$ cat config.mk
export PLATFORM = sky130hd
export DESIGN_NAME = pcie_tx_arbiter
export DESIGN_NICKNAME = d
export VERILOG_FILES = /design/src/rtl/pcie_cfg_pkg.sv /design/src/rtl/pcie_tx_arbiter.sv
export SDC_FILE = /design/constraint.sdc
export NUM_CORES = 1
export LEC_CHECK = 0
export ABC_CLOCK_PERIOD_IN_PS = 1640
export CORE_MARGIN = 2
export CORE_UTILIZATION = 36
export CTS_CLUSTER_SIZE = 12
export DETAILED_ROUTE_END_ITERATION = 10
export GPL_ROUTABILITY_DRIVEN = 0
export GPL_TIMING_DRIVEN = 1
export PLACE_DENSITY = 0.73
export SYNTH_ARGS = -nofsm -noshare
export SYNTH_HDL_FRONTEND = slang
export SYNTH_SLANG_ARGS = --single-unit
$ cat constraint.sdc
create_clock -name i_clk -period 1.64 [get_ports i_clk]
set_clock_uncertainty 0.05 [all_clocks]
set_input_delay 0.164 -clock i_clk [delete_from_list [all_inputs] [get_ports i_clk]]
set_output_delay 0.164 -clock i_clk [all_outputs]
set_load 0.02 [all_outputs]
$ cat src/rtl/pcie_cfg_pkg.sv
// Shared PCIe configuration constants.
// Holds TX arbiter limits and its state encodings.
package pcie_cfg_pkg;

  // 16 B header + 256 B payload over 8 B beats
  localparam int CFG_PCIE_TX_MAX_BEATS = 34;

  localparam logic [1:0] PCIE_TXARB_IDLE  = 2'd0;
  localparam logic [1:0] PCIE_TXARB_BUSY  = 2'd1;
  localparam logic [1:0] PCIE_TXARB_DRAIN = 2'd2;

endpackage

$ cat src/rtl/pcie_tx_arbiter.sv
// Two-source, per-packet round-robin arbiter onto the PCIe core TX stream.
// Ports: i_s0_*/i_s1_* sources, i_m_tready/o_m_* core side, o_grant, o_err_overrun.
module pcie_tx_arbiter
  import pcie_cfg_pkg::*;
#(
  parameter int C_DATA_WIDTH = 64,
  parameter int KEEP_WIDTH   = C_DATA_WIDTH / 8,
  parameter int MAX_BEATS    = CFG_PCIE_TX_MAX_BEATS
) (
  input  logic                    i_clk,
  input  logic                    i_rst,
  input  logic [C_DATA_WIDTH-1:0] i_s0_tdata,
  input  logic [KEEP_WIDTH-1:0]   i_s0_tkeep,
  input  logic                    i_s0_tlast,
  input  logic                    i_s0_tvalid,
  output logic                    o_s0_tready,
  input  logic [C_DATA_WIDTH-1:0] i_s1_tdata,
  input  logic [KEEP_WIDTH-1:0]   i_s1_tkeep,
  input  logic                    i_s1_tlast,
  input  logic                    i_s1_tvalid,
  output logic                    o_s1_tready,
  input  logic                    i_m_tready,
  output logic [C_DATA_WIDTH-1:0] o_m_tdata,
  output logic [KEEP_WIDTH-1:0]   o_m_tkeep,
  output logic                    o_m_tlast,
  output logic                    o_m_tvalid,
  output logic                    o_m_src_dsc,
  output logic [1:0]              o_grant,
  output logic                    o_err_overrun
);

  localparam int CW = $clog2(MAX_BEATS + 1);

  typedef struct packed {
    logic [1:0]              state;
    logic                    gnt;
    logic                    last;
    logic [CW-1:0]           cnt;
    logic [C_DATA_WIDTH-1:0] tdata;
    logic [KEEP_WIDTH-1:0]   tkeep;
    logic                    tlast;
    logic                    tvalid;
    logic                    dsc;
    logic                    err;
  } reg_t;

  reg_t r, rin;

  logic                    accept;
  logic                    rdy;
  logic                    s_valid;
  logic                    s_last;
  logic [C_DATA_WIDTH-1:0] s_data;
  logic [KEEP_WIDTH-1:0]   s_keep;

  always_comb begin
    rin     = r;
    rin.err = 1'b0;
    rdy     = 1'b0;
    accept  = ~r.tvalid | i_m_tready;
    s_valid = r.gnt ? i_s1_tvalid : i_s0_tvalid;
    s_last  = r.gnt ? i_s1_tlast  : i_s0_tlast;
    s_data  = r.gnt ? i_s1_tdata  : i_s0_tdata;
    s_keep  = r.gnt ? i_s1_tkeep  : i_s0_tkeep;

    // held beat leaves; a new load below overrides
    if (i_m_tready)
      rin.tvalid = 1'b0;

    unique case (r.state)
      PCIE_TXARB_IDLE: begin
        if (i_s0_tvalid | i_s1_tvalid) begin
          rin.gnt   = (i_s0_tvalid & i_s1_tvalid) ? ~r.last
                                                  : i_s1_tvalid;
          rin.state = PCIE_TXARB_BUSY;
        end
      end
      PCIE_TXARB_BUSY: begin
        rdy = accept;
        if (s_valid & accept) begin
          rin.tdata  = s_data;
          rin.tkeep  = s_keep;
          rin.tlast  = s_last;
          rin.tvalid = 1'b1;
          rin.dsc    = 1'b0;
          if (s_last) begin
            rin.last  = r.gnt;
            rin.cnt   = '0;
            rin.state = PCIE_TXARB_IDLE;
          end else if (r.cnt == CW'(MAX_BEATS - 1)) begin
            // truncate: close the packet towards the core
            rin.tlast = 1'b1;
            rin.dsc   = 1'b1;
            rin.err   = 1'b1;
            rin.cnt   = CW'(MAX_BEATS);
            rin.state = PCIE_TXARB_DRAIN;
          end else if (r.cnt != CW'(MAX_BEATS)) begin
            rin.cnt = r.cnt + CW'(1);
          end
        end
      end
      PCIE_TXARB_DRAIN: begin
        // swallow the rest of the source packet
        rdy = 1'b1;
        if (s_valid & s_last) begin
          rin.last  = r.gnt;
          rin.cnt   = '0;
          rin.state = PCIE_TXARB_IDLE;
        end
      end
      default: rin.state = PCIE_TXARB_IDLE;
    endcase
  end

  always_ff @(posedge i_clk) begin
    if (i_rst) begin
      r      <= '0;
      r.last <= 1'b1;
    end else begin
      r <= rin;
    end
  end

  assign o_s0_tready   = rdy & ~r.gnt;
  assign o_s1_tready   = rdy & r.gnt;
  assign o_m_tdata     = r.tdata;
  assign o_m_tkeep     = r.tkeep;
  assign o_m_tlast     = r.tlast;
  assign o_m_tvalid    = r.tvalid;
  assign o_m_src_dsc   = r.dsc & r.tvalid;
  assign o_err_overrun = r.err;
  assign o_grant       = (r.state == PCIE_TXARB_IDLE) ? 2'b00
                                                     : {r.gnt, ~r.gnt};

endmodule

==> reports/results.ini <==
[detailed_routing]
post-route-drc-count=0
wl_um=15200
ant_nets=0
drt-vias-per-instance=5.06
drtIter0Drc=185
detail_route.wl_per_cell_um=17.6
detail_route.first_pass.iterations=4
vias=4367

[floorplanning]
core_um2=12100
die_y_um=116
fp-row-count=40
die_w_um=116
io_pins=231
dieArea_um2=13400
initial_core_util_pct=37.3

[finish]
nets=847
drive_above_1_share_pct=32.2
fin_area_um2=8160
multi_input_area_um2=2750
fin_util_pct=67.4
num-fill-cells=906
diodes=0
regArea_um2=1740
area_delta_synth_final_pct=80.8

[global_route]
grt.total_usage_pct=18.9
overflow=0
grt_pass1_vias=4200
grt_max_degree=41
grt_pass1_wl_um=20200
antenna_found_initial=0

[run_status]
status=finished with violations
violations=setup timing

[timing]
slew_headroom_pct=57.2
fin_ws_ns=-0.114
max_freq_ghz=0.570
setup_viol_count_final=19
worstMarginPinSlew_ns=0.642
finalHoldViolations=0
rsz0062_at_grt=true
fin_crit_ns=1.75
report.final.slew_viol_count=0
fin_tns_setup_ns=-0.633
period_share_pct=107

[logic_synthesis]
synth_top_area_share_pct=38.1
synthFlopType=dfxtp_1
ys_seq_elements=86
ys_top_cells_by_area=dfxtp_1, mux2i_1, buf_4
yosys.area.top_type=dfxtp_1
synth_area_per_cell_um2=9.08
synth_nets=654
ys_seq_area_share_pct=38.1
synth_edf_count=0
syn-cell-area_um2=4510
synth_common_cells=dfxtp_1, nor2_1, mux2i_1
ys_warn_count=0
synth_cell_types=38
synthArstFlopShare_pct=0
synth.most_common_cell=dfxtp_1
syn_inst=497

[power]
power.density_nw_per_um2=1460
p_leak_nw=2.87
ir_drop_uv=815

[placement]
port_buffers=230
dp_hpwl_um=9460
placed_area_um2=6610

[worst_setup_path]
required_ns=1.81
crit_path_top_delay_cell=dfxtp_4
cp-end-kind=flop
path_cells=mux2i_4 -> nand4b_1 -> a21oi_2 -> a21oi_1 -> o32ai_1
worstSetupPathType=reg2reg
cp_max_fo=5
start_kind=flop
arrival_ns=1.93
critical_path.max_stage_delay_ns=0.39

[clock_tree]
insertion_delay_ns=0.33
clk_pin_slew_ns=0.07
clock-sinks=86
cts_htree_levels=3
hold_buffers=0
cts_max_path_buffers=2
cts_root_buf=clkbuf_16
numCtsBuffers=9
cts_tree=done

[hold_path]
hold_path.class=in2reg

[run]
maxCapViolCount=0

## repair_timing
action                                  in CTS  in global routing
gates resized for setup                     84                129
pin swaps                                    8                 46
cloned                                       5                 10
endpoints found under the setup margin      84                 82
setup buffers                               13                  5
## per-layer routing
layer | part of all wire, % | track usage, % | wire [µm]
met1 | 38 | 19.9 | 5820
met2 | 54 | 36.6 | 8230
met3 | 5.8 | 3.61 | 877
met5 | 0 | 0 | 0
met4 | 1.7 | 7.78 | 252
## where the power goes
part | leakage (nW) | internal, mW | switching, mW
clock | 0.166 | 1.46 | 0.798
combinational | 2.00 | 3.37 | 3.18
sequential | 0.707 | 2.65 | 0.425
total | 2.87 | 7.47 | 4.40
## worst paths after layout
path | start | endpoint | slack (ns) | depth (start not counted)
worst max-delay path | r[83] | r[78] | -0.11 | 5
worst min-delay path | i_rst | r[77] | 0.21 | 3
worst max register to register | r[83] | r[78] | -0.11 | 5
worst min register to register | o_m_tdata[11] | o_m_tdata[11] | 0.45 | 2
## worst max-delay path, delay by kind of cell, from the launching register on
| kind | cells | cell delay (ns) |
|---|---|---|
| multiplexers | 1 | 0.28 |
| AO/OA/AOI/OAI | 3 | 0.69 |
| AND/OR/NAND/NOR | 1 | 0.23 |
| flip-flops | 1 | 0.39 |
## flip-flops by register name, indices dropped and copies added (netlist names)
register       flops
o_err_overrun      1
o_m_tdata         64
o_m_tkeep          8
o_m_tlast          1
o_m_tvalid         1
r                 11
## logic make-up (layout without fill, tap and decap cells)
kind of cell | Yosys count | count (layout) | share of synthesized area (%)
AO/OA/AOI/OAI | 97 | 97 | 16.1
adder cells (fa/ha/maj) | 6 | 6 | 1.66
buffers and inverters | 116 | 314 | 16.0
flip-flops | 86 | 86 | 38.1
multiplexers | 75 | 75 | 16.7
AND/OR/NAND/NOR | 117 | 117 | 11.4
## layout by cell type, fill, tap and decap left out, types with 3 or more instances in the layout
cell type,synthesis,routed
mux2i_1,74,73
buf_8,0,5
nand2_1,14,12
nor2_4,0,22
buf_4,73,29
ha_1,6,3
clkbuf_16,0,17
a211oi_1,72,4
nand3_1,7,7
clkbuf_8,0,3
clkdlybuf4s50_1,0,224
dfxtp_2,0,3
nor2_2,0,29
buf_16,0,4
inv_1,9,7
buf_6,0,7
a21oi_1,9,7
buf_12,0,6
dfxtp_4,0,3
a211oi_2,0,68
dfxtp_1,86,80
nor2_1,80,29
## layout make-up
type                            instances  share of cell area (%)
Multi-Input combinational cell        295                    33.7
Tap cell                              168                    2.58
Inverter                               10                   0.491
Clock inverter                          3                   0.797
Sequential cell                        86                    21.3
Clock buffer                           13                    3.31
Timing Repair Buffer                  288                    37.8
## per-stage QoR
step | std cells | setup slack [ns] | hold WS, ns | power [mW]
3_3_place_gp | 819 | -0.207 | 0.419 | 7.39
5_1_grt | 863 | -0.286 | 0.229 | 12.4
6_report | 863 | -0.114 | 0.209 | 11.9
4_1_cts | 853 | -0.0580 | 0.188 | 10.7
3_5_place_dp | 819 | -0.340 | 0.428 | 7.52
2_1_floorplan | 497 | 0.0171 | 0.279 | 6.11
No activity file was read; power rests on OpenSTA's default activity.
